## src/rtl/rambus_arb_pkg.sv

```systemverilog
// ---------------------------------------------------------------------------
// rambus_arb_pkg
//   Shared definitions for the rambus arbiter: arbiter state encoding, the
//   Wishbone field widths of the OpenRAM wrapper rambus port, and a helper
//   that sizes master-index fields.
//   No ports (package).
// ---------------------------------------------------------------------------
package rambus_arb_pkg;

    localparam int RAMBUS_DATA_W = 32;
    localparam int RAMBUS_SEL_W  = 4;
    localparam int RAMBUS_ADDR_W = 10;

    typedef enum logic [1:0] {
        ST_IDLE    = 2'd0,
        ST_BUSY    = 2'd1,
        ST_RELEASE = 2'd2
    } arb_state_e;

    // Width of an index that can address n masters (at least one bit).
    function automatic int idx_w(input int n);
        return (n > 1) ? $clog2(n) : 1;
    endfunction

endpackage

```

## src/rtl/rr_priority_pick.sv

```systemverilog
// ---------------------------------------------------------------------------
// rr_priority_pick
//   Combinational round-robin picker. Searches the request vector starting
//   one position after the last-served index and wrapping around, so the
//   last-served requester has the lowest priority.
//   Ports:
//     req_i    in   N        request vector
//     last_i   in   idx_w(N) index of the last-served requester
//     valid_o  out  1        at least one request is pending
//     index_o  out  idx_w(N) winning requester (0 when valid_o is low)
// ---------------------------------------------------------------------------
module rr_priority_pick
    import rambus_arb_pkg::*;
#(
    parameter int N = 2
) (
    input  logic [N-1:0]        req_i,
    input  logic [idx_w(N)-1:0] last_i,
    output logic                valid_o,
    output logic [idx_w(N)-1:0] index_o
);

    localparam int IW = idx_w(N);

    // NOTE: every signal written here gets a default before any condition;
    // a path that leaves one unassigned would infer a latch.
    always_comb begin
        int cand;
        valid_o = 1'b0;
        index_o = '0;
        cand    = 0;
        for (int k = 1; k <= N; k++) begin
            cand = (int'(last_i) + k) % N;
            if (!valid_o && req_i[IW'(cand)]) begin
                valid_o = 1'b1;
                index_o = IW'(cand);
            end
        end
    end

endmodule

```

## src/rtl/wb_rambus_arbiter.sv

```systemverilog
// ---------------------------------------------------------------------------
// wb_rambus_arbiter
//   Round-robin Wishbone arbiter sharing the single rambus port (port B) of
//   the OpenRAM wishbone wrapper among NUM_MASTERS user-project masters.
//   A grant is held for a whole Wishbone cycle (cyc high); one IDLE cycle
//   always separates two grants.
//   Compile-time option: RAMBUS_ARB_TIMEOUT_EN adds a stalled-strobe counter
//   that aborts a cycle after TIMEOUT_CYCLES stalled cycles, pulsing
//   m_err_o for the granted master and passing through RELEASE.
//   Ports:
//     wb_clk_i, wb_rst_i            clock, synchronous active-high reset
//     m_cyc/stb/we/sel/dat/adr_i    packed per-master request buses
//     m_ack_o, m_err_o, m_dat_o     per-master responses (0 unless granted)
//     s_wb_clk_o, s_wb_rst_o        clock/reset forwarded to the wrapper
//     s_cyc/stb/we/sel/dat/adr_o    muxed request to the wrapper slave port
//     s_ack_i, s_dat_i              slave response
// ---------------------------------------------------------------------------
module wb_rambus_arbiter
    import rambus_arb_pkg::*;
#(
    parameter int NUM_MASTERS    = 2,
    parameter int ADDR_W         = RAMBUS_ADDR_W,
    parameter int TIMEOUT_CYCLES = 255
) (
    input  logic                                 wb_clk_i,
    input  logic                                 wb_rst_i,
    input  logic [NUM_MASTERS-1:0]               m_cyc_i,
    input  logic [NUM_MASTERS-1:0]               m_stb_i,
    input  logic [NUM_MASTERS-1:0]               m_we_i,
    input  logic [RAMBUS_SEL_W*NUM_MASTERS-1:0]  m_sel_i,
    input  logic [RAMBUS_DATA_W*NUM_MASTERS-1:0] m_dat_i,
    input  logic [ADDR_W*NUM_MASTERS-1:0]        m_adr_i,
    output logic [NUM_MASTERS-1:0]               m_ack_o,
    output logic [NUM_MASTERS-1:0]               m_err_o,
    output logic [RAMBUS_DATA_W*NUM_MASTERS-1:0] m_dat_o,
    output logic                                 s_wb_clk_o,
    output logic                                 s_wb_rst_o,
    output logic                                 s_cyc_o,
    output logic                                 s_stb_o,
    output logic                                 s_we_o,
    output logic [RAMBUS_SEL_W-1:0]              s_sel_o,
    output logic [RAMBUS_DATA_W-1:0]             s_dat_o,
    output logic [ADDR_W-1:0]                    s_adr_o,
    input  logic                                 s_ack_i,
    input  logic [RAMBUS_DATA_W-1:0]             s_dat_i
);

    localparam int IW = idx_w(NUM_MASTERS);

    arb_state_e      state_q, state_d;
    logic [IW-1:0]   grant_q, grant_d;
    logic [IW-1:0]   last_q,  last_d;
    logic            pick_valid;
    logic [IW-1:0]   pick_idx;
    logic            busy_stb;
    logic            timeout_hit;

    assign s_wb_clk_o = wb_clk_i;
    assign s_wb_rst_o = wb_rst_i;

    // Only cyc requests arbitration; a strobe without cyc is ignored.
    rr_priority_pick #(.N(NUM_MASTERS)) u_pick (
        .req_i   (m_cyc_i),
        .last_i  (last_q),
        .valid_o (pick_valid),
        .index_o (pick_idx)
    );

    assign busy_stb = m_cyc_i[grant_q] & m_stb_i[grant_q];

    // ---------------- state register ----------------
    // NOTE: sequential state uses non-blocking assignments so every register
    // samples the values from before the edge, independent of statement order.
    always_ff @(posedge wb_clk_i) begin
        if (wb_rst_i) begin
            state_q <= ST_IDLE;
            grant_q <= '0;
            last_q  <= IW'(NUM_MASTERS - 1);   // master 0 wins first
        end else begin
            state_q <= state_d;
            grant_q <= grant_d;
            last_q  <= last_d;
        end
    end

    // ---------------- next-state logic ----------------
    always_comb begin
        state_d = state_q;
        grant_d = grant_q;
        last_d  = last_q;
        case (state_q)
            ST_IDLE: begin
                if (pick_valid) begin
                    grant_d = pick_idx;
                    state_d = ST_BUSY;
                end
            end
            ST_BUSY: begin
                if (!m_cyc_i[grant_q]) begin
                    state_d = ST_IDLE;
                    last_d  = grant_q;
                end else if (timeout_hit) begin
                    state_d = ST_RELEASE;
                end
            end
            ST_RELEASE: begin
                state_d = ST_IDLE;
                last_d  = grant_q;
            end
            default: state_d = ST_IDLE;
        endcase
    end

    // ---------------- output logic ----------------
    always_comb begin
        s_cyc_o = 1'b0;
        s_stb_o = 1'b0;
        s_we_o  = 1'b0;
        s_sel_o = '0;
        s_dat_o = '0;
        s_adr_o = '0;
        m_ack_o = '0;
        m_err_o = '0;
        m_dat_o = '0;
        if (state_q == ST_BUSY) begin
            s_cyc_o = m_cyc_i[grant_q];
            s_stb_o = busy_stb;
            if (m_cyc_i[grant_q]) begin
                s_we_o  = m_we_i[grant_q];
                s_sel_o = m_sel_i[int'(grant_q)*RAMBUS_SEL_W +: RAMBUS_SEL_W];
                s_dat_o = m_dat_i[int'(grant_q)*RAMBUS_DATA_W +: RAMBUS_DATA_W];
                s_adr_o = m_adr_i[int'(grant_q)*ADDR_W +: ADDR_W];
            end
            // A master that already dropped cyc never sees a late ack.
            m_ack_o[grant_q] = s_ack_i & m_cyc_i[grant_q];
            m_err_o[grant_q] = timeout_hit;
            m_dat_o[int'(grant_q)*RAMBUS_DATA_W +: RAMBUS_DATA_W] = s_dat_i;
        end
    end

`ifdef RAMBUS_ARB_TIMEOUT_EN
    localparam int TO_W = (TIMEOUT_CYCLES < 256) ? 8 : 16;

    logic [TO_W-1:0] to_cnt_q, to_cnt_d;
    logic            stalled;

    assign stalled     = (state_q == ST_BUSY) && busy_stb && !s_ack_i;
    // Fires during the TIMEOUT_CYCLES-th stalled cycle (count starts at 0).
    assign timeout_hit = stalled && (to_cnt_q == TO_W'(TIMEOUT_CYCLES - 1));

    // Holds while stb is low inside the cycle; clears on ack or leaving BUSY.
    always_comb begin
        to_cnt_d = '0;
        if (state_q == ST_BUSY && state_d == ST_BUSY && !s_ack_i)
            to_cnt_d = stalled ? to_cnt_q + 1'b1 : to_cnt_q;
    end

    always_ff @(posedge wb_clk_i) begin
        if (wb_rst_i) to_cnt_q <= '0;
        else          to_cnt_q <= to_cnt_d;
    end
`else
    // TIMEOUT_CYCLES has no effect without the timeout option; a hung slave
    // holds the grant indefinitely.
    logic [31:0] unused_timeout_cycles;
    assign unused_timeout_cycles = 32'(TIMEOUT_CYCLES);
    assign timeout_hit = 1'b0;
`endif

endmodule
```

## config.mk

```make
export PLATFORM = sky130hd
export DESIGN_NAME = wb_rambus_arbiter
export DESIGN_NICKNAME = d
export VERILOG_FILES = /design/src/rtl/rambus_arb_pkg.sv /design/src/rtl/rr_priority_pick.sv /design/src/rtl/wb_rambus_arbiter.sv
export SDC_FILE = /design/constraint.sdc
export NUM_CORES = 1
export LEC_CHECK = 0
export BUFFER_PORTS_ARGS = -buffer_cell sky130_fd_sc_hd__buf_2
export CORE_AREA = 5 5 96 98
export DETAILED_ROUTE_END_ITERATION = 10
export DIE_AREA = 0 0 101 103
export GPL_ROUTABILITY_DRIVEN = 0
export PLACE_DENSITY_LB_ADDON = 0.1
export SYNTH_ARGS = -nofsm -noshare
export SYNTH_HDL_FRONTEND = slang
export SYNTH_SLANG_ARGS = --single-unit
```

## constraint.sdc

```tcl
create_clock -name wb_clk_i -period 1.2 [get_ports wb_clk_i]
set_clock_uncertainty 0.15 [all_clocks]
set_input_delay 0.24 -clock wb_clk_i [delete_from_list [all_inputs] [get_ports wb_clk_i]]
set_output_delay 0.24 -clock wb_clk_i [all_outputs]
set_load 0.05 [all_outputs]
```

==> flow_metrics.py, run 1 <==
metrics = {
    "drt": {
        "vias": 3018,
        "wl_per_cell_um": 17.0,
        "ant_nets": 0,
        "initialDrtViolationCount": 71,
        "wl_um": 10500,
        "drc_errors": 0,
        "drt_pre_antenna_iters": 4,
        "viasPerCell": 4.88,
    },
    "logic_synthesis": {
        "synthTopCellsByArea": "nand3b_1, a21boi_1, nand3_1",
        "synth_common_cells": "nand3_1, nand3b_1, a21boi_1",
        "ys_seq_area_share_pct": 3.29,
        "yosysTopAreaCell": "nand3b_1",
        "ys_seq_elements": 3,
        "yosysMostFrequentCell": "nand3_1",
        "synthArstFlopShare_pct": 0,
        "yosysTopAreaCellShare_pct": 19.7,
        "dominantRegCellSynth": "dfxtp_1",
        "synthCells": 273,
        "synth_warnings": 0,
        "synth_edf_count": 0,
        "synth_cell_type_count": 26,
        "synth_area_mm2": 0.00183,
        "syn_area_per_cell_um2": 6.70,
    },
    "critical_path": {
        "start_kind": "flop",
        "critPathTopFamily": "buffers and inverters",
        "path_buf_inv": 3,
        "crit_chain": "buf_4, nor2b_4, buf_12, and2_2, buf_6",
        "crit_fanout": 22,
        "crit_path_end_kind": "output pin",
        "cpMaxStageDelayCell": "dfxtp_4",
        "crit_arrival_ns": 1.49,
        "critical-path-max-stage-delay_ns": 0.37,
        "r2r_slack_ns": -0.07,
        "crit_type": "flop to output pin",
        "cp.required_ns": 0.81,
    },
    "placement": {
        "post-place-cells": 606,
        "dpl.hpwl_um": 7370,
        "post-place-ws_ns": -0.424,
        "dpl_cell_area_mm2": 0.00394,
        "port_buffers": 249,
    },
    "sta": {
        "rsz0062_at_grt": "true",
        "period_minus_slack_ns": 1.88,
        "setup_slack_ns": -0.681,
        "setup_viol": 117,
        "whs_ns": 0.0305,
        "fin_crit_sh_pct": 157,
        "finalHoldViolations": 0,
        "maxSlewViolCount": 0,
        "fmax_ghz": 0.532,
    },
    "global_routing": {
        "grt_pass1_wl_um": 15000,
        "antenna_found_initial": 0,
        "grt_start_max_net_pins": 55,
        "grt_pass1_vias": 3058,
        "grt_overflow": 0,
        "track_usage_pct": 17.4,
    },
    "hold_path": {
        "min_path_type": "primary input to flop",
    },
    "finish": {
        "nFillCells": 735,
        "areaGrowthSynthToFinish_pct": 170,
        "stdcell_count": 618,
        "final_layout_size_suffix_gt1_share_pct": 78.8,
        "stdcell_area_mm2": 0.00494,
        "antenna_cells": 0,
        "finalNetCount": 644,
    },
    "floorplanning": {
        "die_w_um": 101,
        "ioPinCount": 252,
        "core_area_mm2": 0.00838,
        "start_util_pct": 21.8,
        "die_h_um": 103,
        "rows": 34,
        "design.die.area_mm2": 0.0104,
    },
    "outcome": {
        "violations": "setup timing",
        "status": "complete, but fails checks",
    },
    "clock_tree": {
        "path_clk_slew_ns": 0.03,
        "insertion_delay_ns": 0.32,
        "cts_tree": "yes",
    },
    "power_and_ir_drop": {
        "power_density_mw_per_mm2": 551,
        "power_mw": 2.72,
        "vdd_drop_max_mv": 0.522,
        "p_leak_nw": 2.18,
    },
    "run": {
        "maxCapViolations": 0,
    },
}
==> placed cells by master (no fill, tap or decap), types with 2 or more instances in the layout <==
cell type,Yosys,routed
buf_2,19,134
buf_6,10,64
nand3b_1,48,48
a21boi_4,0,48
nand3_1,49,47
buf_8,0,36
buf_4,5,23
and3_4,0,17
and3_2,0,16
and2_4,0,16
and2_2,0,16
buf_12,0,12
clkbuf_8,0,5
clkbuf_16,0,3
nor2b_4,1,2
nand3_2,0,2
nand2_1,2,2
a21oi_1,2,2
conb_1,1,2
dfxtp_4,0,2
==> cell type report <==
class / instances / area [µm²] / share of cell area, %
multi-input cells: 226 / 2230 / 45.1
clock buffers: 7 / 97.6 / 1.98
inverters: 2 / 7.51 / 0.152
repair buffers: 272 / 2400 / 48.7
flip-flops and latches: 3 / 67.6 / 1.37
well taps: 108 / 135 / 2.74
==> state kept, by name, indices dropped and copies added (netlist names) <==
register and cells:
grant_q 1, last_q 1, state_q 1
==> where the power goes <==
| part | switching (mW) | internal (mW) | total [mW] |
|---|---|---|---|
| combinational | 1.00 | 0.827 | 1.83 |
| sequential | 0.0126 | 0.106 | 0.118 |
| clock | 0.251 | 0.518 | 0.769 |
==> stage by stage <==
step,util [%],TNS (ns)
after global routing,58.9,-76.52
after global placement,47.0,-41.17
after CTS,56.5,-70.06
after detailed placement,47.0,-42.50
final,58.9,-69.88
after floorplan,-,-27.59
==> worst register-to-register path, delay by kind of cell, from the launching register on <==
family | cells | cell delay, ns
flip-flops | 1 | 0.40
buffers and inverters | 2 | 0.34
AO/OA/AOI/OAI | 1 | 0.17
AND/OR/NAND/NOR | 1 | 0.13
==> routing by layer <==
metal | GRT usage (%) | up-vias | wire (µm)
met2 | 33.4 | 158 | 5520
li1 | - | 1437 | -
met4 | 5.11 | 0 | 204
met5 | 0 | - | 0
met3 | 5.14 | 19 | 1080
met1 | 18.1 | 1404 | 3680
==> worst paths after layout <==
| path | startpoint | end | cells past startpoint |
|---|---|---|---|
| setup / recovery | grant_q | m_dat_o[17] | 5 |
| hold / removal | wb_rst_i | last_q | 3 |
| setup reg to reg | grant_q | last_q | 4 |
| hold reg to reg | last_q | last_q | 2 |
==> logic make-up after synthesis <==
group	Yosys count	share of synthesized area, %
simple gates	170	58.2
compound gates	53	22.0
buf+inv	45	15.7
flops	3	3.29
mux	1	0.548
other cells	1	0.205
==> repair_timing <==
action                                 4_1_cts  5_1_grt
gates resized for setup                    222       39
setup buffers                                0        2
setup endpoints to repair                  118      118
cloned                                       0        3
pin swaps                                    9        7
endpoints found under the hold margin        2        0
hold buffers                                 1        0
Power figures use the tool's default switching activity.
==> run 2, diff against run 1 <==
CTS_BUF_LIST = sky130_fd_sc_hd__clkbuf_8   (was unset)
==> run 2 against run 1 <==
First-iteration DRC count is 2.8% higher. Sequential power about the same. Sequential share of layout area unchanged. Via count shrank 0.17%. Critical path depth unchanged. Flip-flop and latch count is the same. Die area stayed put. Hold slack stayed put. The run still ends with setup timing left. Critical endpoint unchanged. Highest routed layer unchanged. Maximum frequency about the same. Power down 0.34%.
==> flow_metrics.py, run 2 (synthesis gave the netlist of run 1 again) <==
metrics = {
    "drt": {
        "viasPerCell": 4.88,
        "wl_per_cell_um": 16.9,
        "ant_nets": 0,
        "drt_pre_antenna_iters": 6,
        "drc_errors": 0,
        "wl_um": 10500,
        "vias": 3013,
        "initialDrtViolationCount": 73,
    },
    "finish": {
        "seq_area_um2": 67.6,
        "antenna_cells": 0,
        "stdcell_area_mm2": 0.00494,
        "top_regs": "grant_q: 1 flops, last_q: 1 flops, state_q: 1 flops",
        "nFillCells": 735,
        "layout_commonest_cell": "buf_2",
        "layout_common_cells": "buf_2, buf_6, nand3b_1, a21boi_4, nand3_1",
        "final_layout_size_suffix_gt1_share_pct": 78.8,
        "finalNetCount": 644,
        "multi_input_area_mm2": 0.00223,
        "areaGrowthSynthToFinish_pct": 170,
    },
    "global_routing": {
        "grt_pass1_vias": 3058,
        "grt_pass1_wl_um": 15000,
        "track_usage_pct": 17.4,
        "grt_overflow": 0,
        "grt_start_max_net_pins": 55,
        "antenna_found_initial": 0,
    },
    "sta": {
        "fin_crit_sh_pct": 157,
        "setup_viol": 117,
        "maxSlewViolCount": 0,
        "setup_slack_ns": -0.682,
        "fmax_ghz": 0.531,
        "finalHoldViolations": 0,
        "period_minus_slack_ns": 1.88,
        "rsz0062_at_grt": "true",
    },
    "floorplanning": {
        "start_util_pct": 21.8,
        "die_w_um": 101,
        "design.die.area_mm2": 0.0104,
        "ioPinCount": 252,
        "core_area_mm2": 0.00838,
        "die_h_um": 103,
        "rows": 34,
    },
    "critical_path": {
        "cpMaxStageDelayCell": "dfxtp_4",
        "critical-path-max-stage-delay_ns": 0.37,
        "crit_type": "flop to output pin",
        "r2r-end": "last_q",
        "crit_arrival_ns": 1.49,
        "reg2reg_depth": 4,
        "cp.required_ns": 0.81,
        "start_kind": "flop",
        "crit_path_end_kind": "output pin",
        "crit_fanout": 22,
        "r2r-start": "grant_q",
        "r2r_slack_ns": -0.07,
        "crit_chain": "buf_4, nor2b_4, buf_12, and2_2, buf_6",
    },
    "power_and_ir_drop": {
        "power_density_mw_per_mm2": 549,
        "vdd_drop_max_mv": 0.522,
        "power_mw": 2.71,
        "p_leak_nw": 2.18,
    },
    "placement": {
        "port_buffers": 249,
        "dpl.hpwl_um": 7370,
        "dpl_cell_area_mm2": 0.00394,
        "post-place-ws_ns": -0.424,
    },
    "hold_path": {
        "hp-start": "wb_rst_i",
        "min_path_type": "primary input to flop",
        "min_path_cells": 3,
        "whs_endpoint": "last_q",
    },
    "clock_tree": {
        "path_clk_slew_ns": 0.03,
        "cts_tree": "yes",
        "insertion_delay_ns": 0.32,
    },
    "outcome": {
        "status": "complete, but fails checks",
        "violations": "setup timing",
    },
    "run": {
        "maxCapViolations": 0,
    },
}
run 2: cell types whose count changed in the layout (fill, tap and decap cells not counted), sizes merged:
| cell | delta |
|---|---|
| clkbuf | -1 |
| inv | +1 |
run 2: repair_timing:
action	4_1_cts	5_1_grt
buffers inserted	0	2
endpoints found under the hold margin	2	0
gates resized for setup	222	39
gates cloned	0	3
endpoints found under the setup margin	118	118
hold buffers	1	0
pin swaps	9	7
run 2: worst max path at each step:
stage                             end  depth (start not counted)     from
after floorplan           s_dat_o[30]                          5  grant_q
after global placement    m_dat_o[10]                          5  grant_q
after detailed placement  m_dat_o[54]                          4  grant_q
after CTS                     s_cyc_o                          4  grant_q
after global routing      m_dat_o[17]                          5  grant_q
final                     m_dat_o[17]                          5  grant_q
run 2: cell type report:
type,instances,area share (%)
clock buffer,6,1.90
clock inverter,1,0.0760
inverter,2,0.152
multi-input combinational,226,45.1
sequential,3,1.37
tap,108,2.74
timing repair buffer,272,48.7
run 2: power breakdown:
| group | leakage (nW) | switching [mW] | internal, mW |
|---|---|---|---|
| Clock | 0.0536 | 0.251 | 0.510 |
| Sequential | 0.0260 | 0.0125 | 0.106 |
| Combinational | 2.10 | 1.00 | 0.827 |
run 2: per-layer routing:
| layer | wire length, µm | share of wire, % | track usage, % |
|---|---|---|---|
| met4 | 204 | 2.0 | 5.11 |
| met5 | 0 | 0 | 0 |
| met3 | 1070 | 10 | 5.14 |
| met1 | 3600 | 34 | 18.1 |
| met2 | 5570 | 53 | 33.4 |
run 2: worst max-delay path: cells and delay by family (launching register included):
kind | cells | cell delay [ns]
buffers and inverters | 3 | 0.48
flip-flops | 1 | 0.37
AND/OR/NAND/NOR | 2 | 0.33
run 2: per-stage QoR:
step | hold WS, ns | setup TNS (ns) | util, % | instances
detailed placement | 0.309 | -42.50 | 47.0 | 606
global placement | 0.305 | -41.17 | 47.0 | 606
floorplan | 0.147 | -27.59 | - | 274
finish | 0.0305 | -69.84 | 58.9 | 618
global route | 0.0507 | -76.54 | 58.9 | 618
CTS | 0.0222 | -70.11 | 56.5 | 614
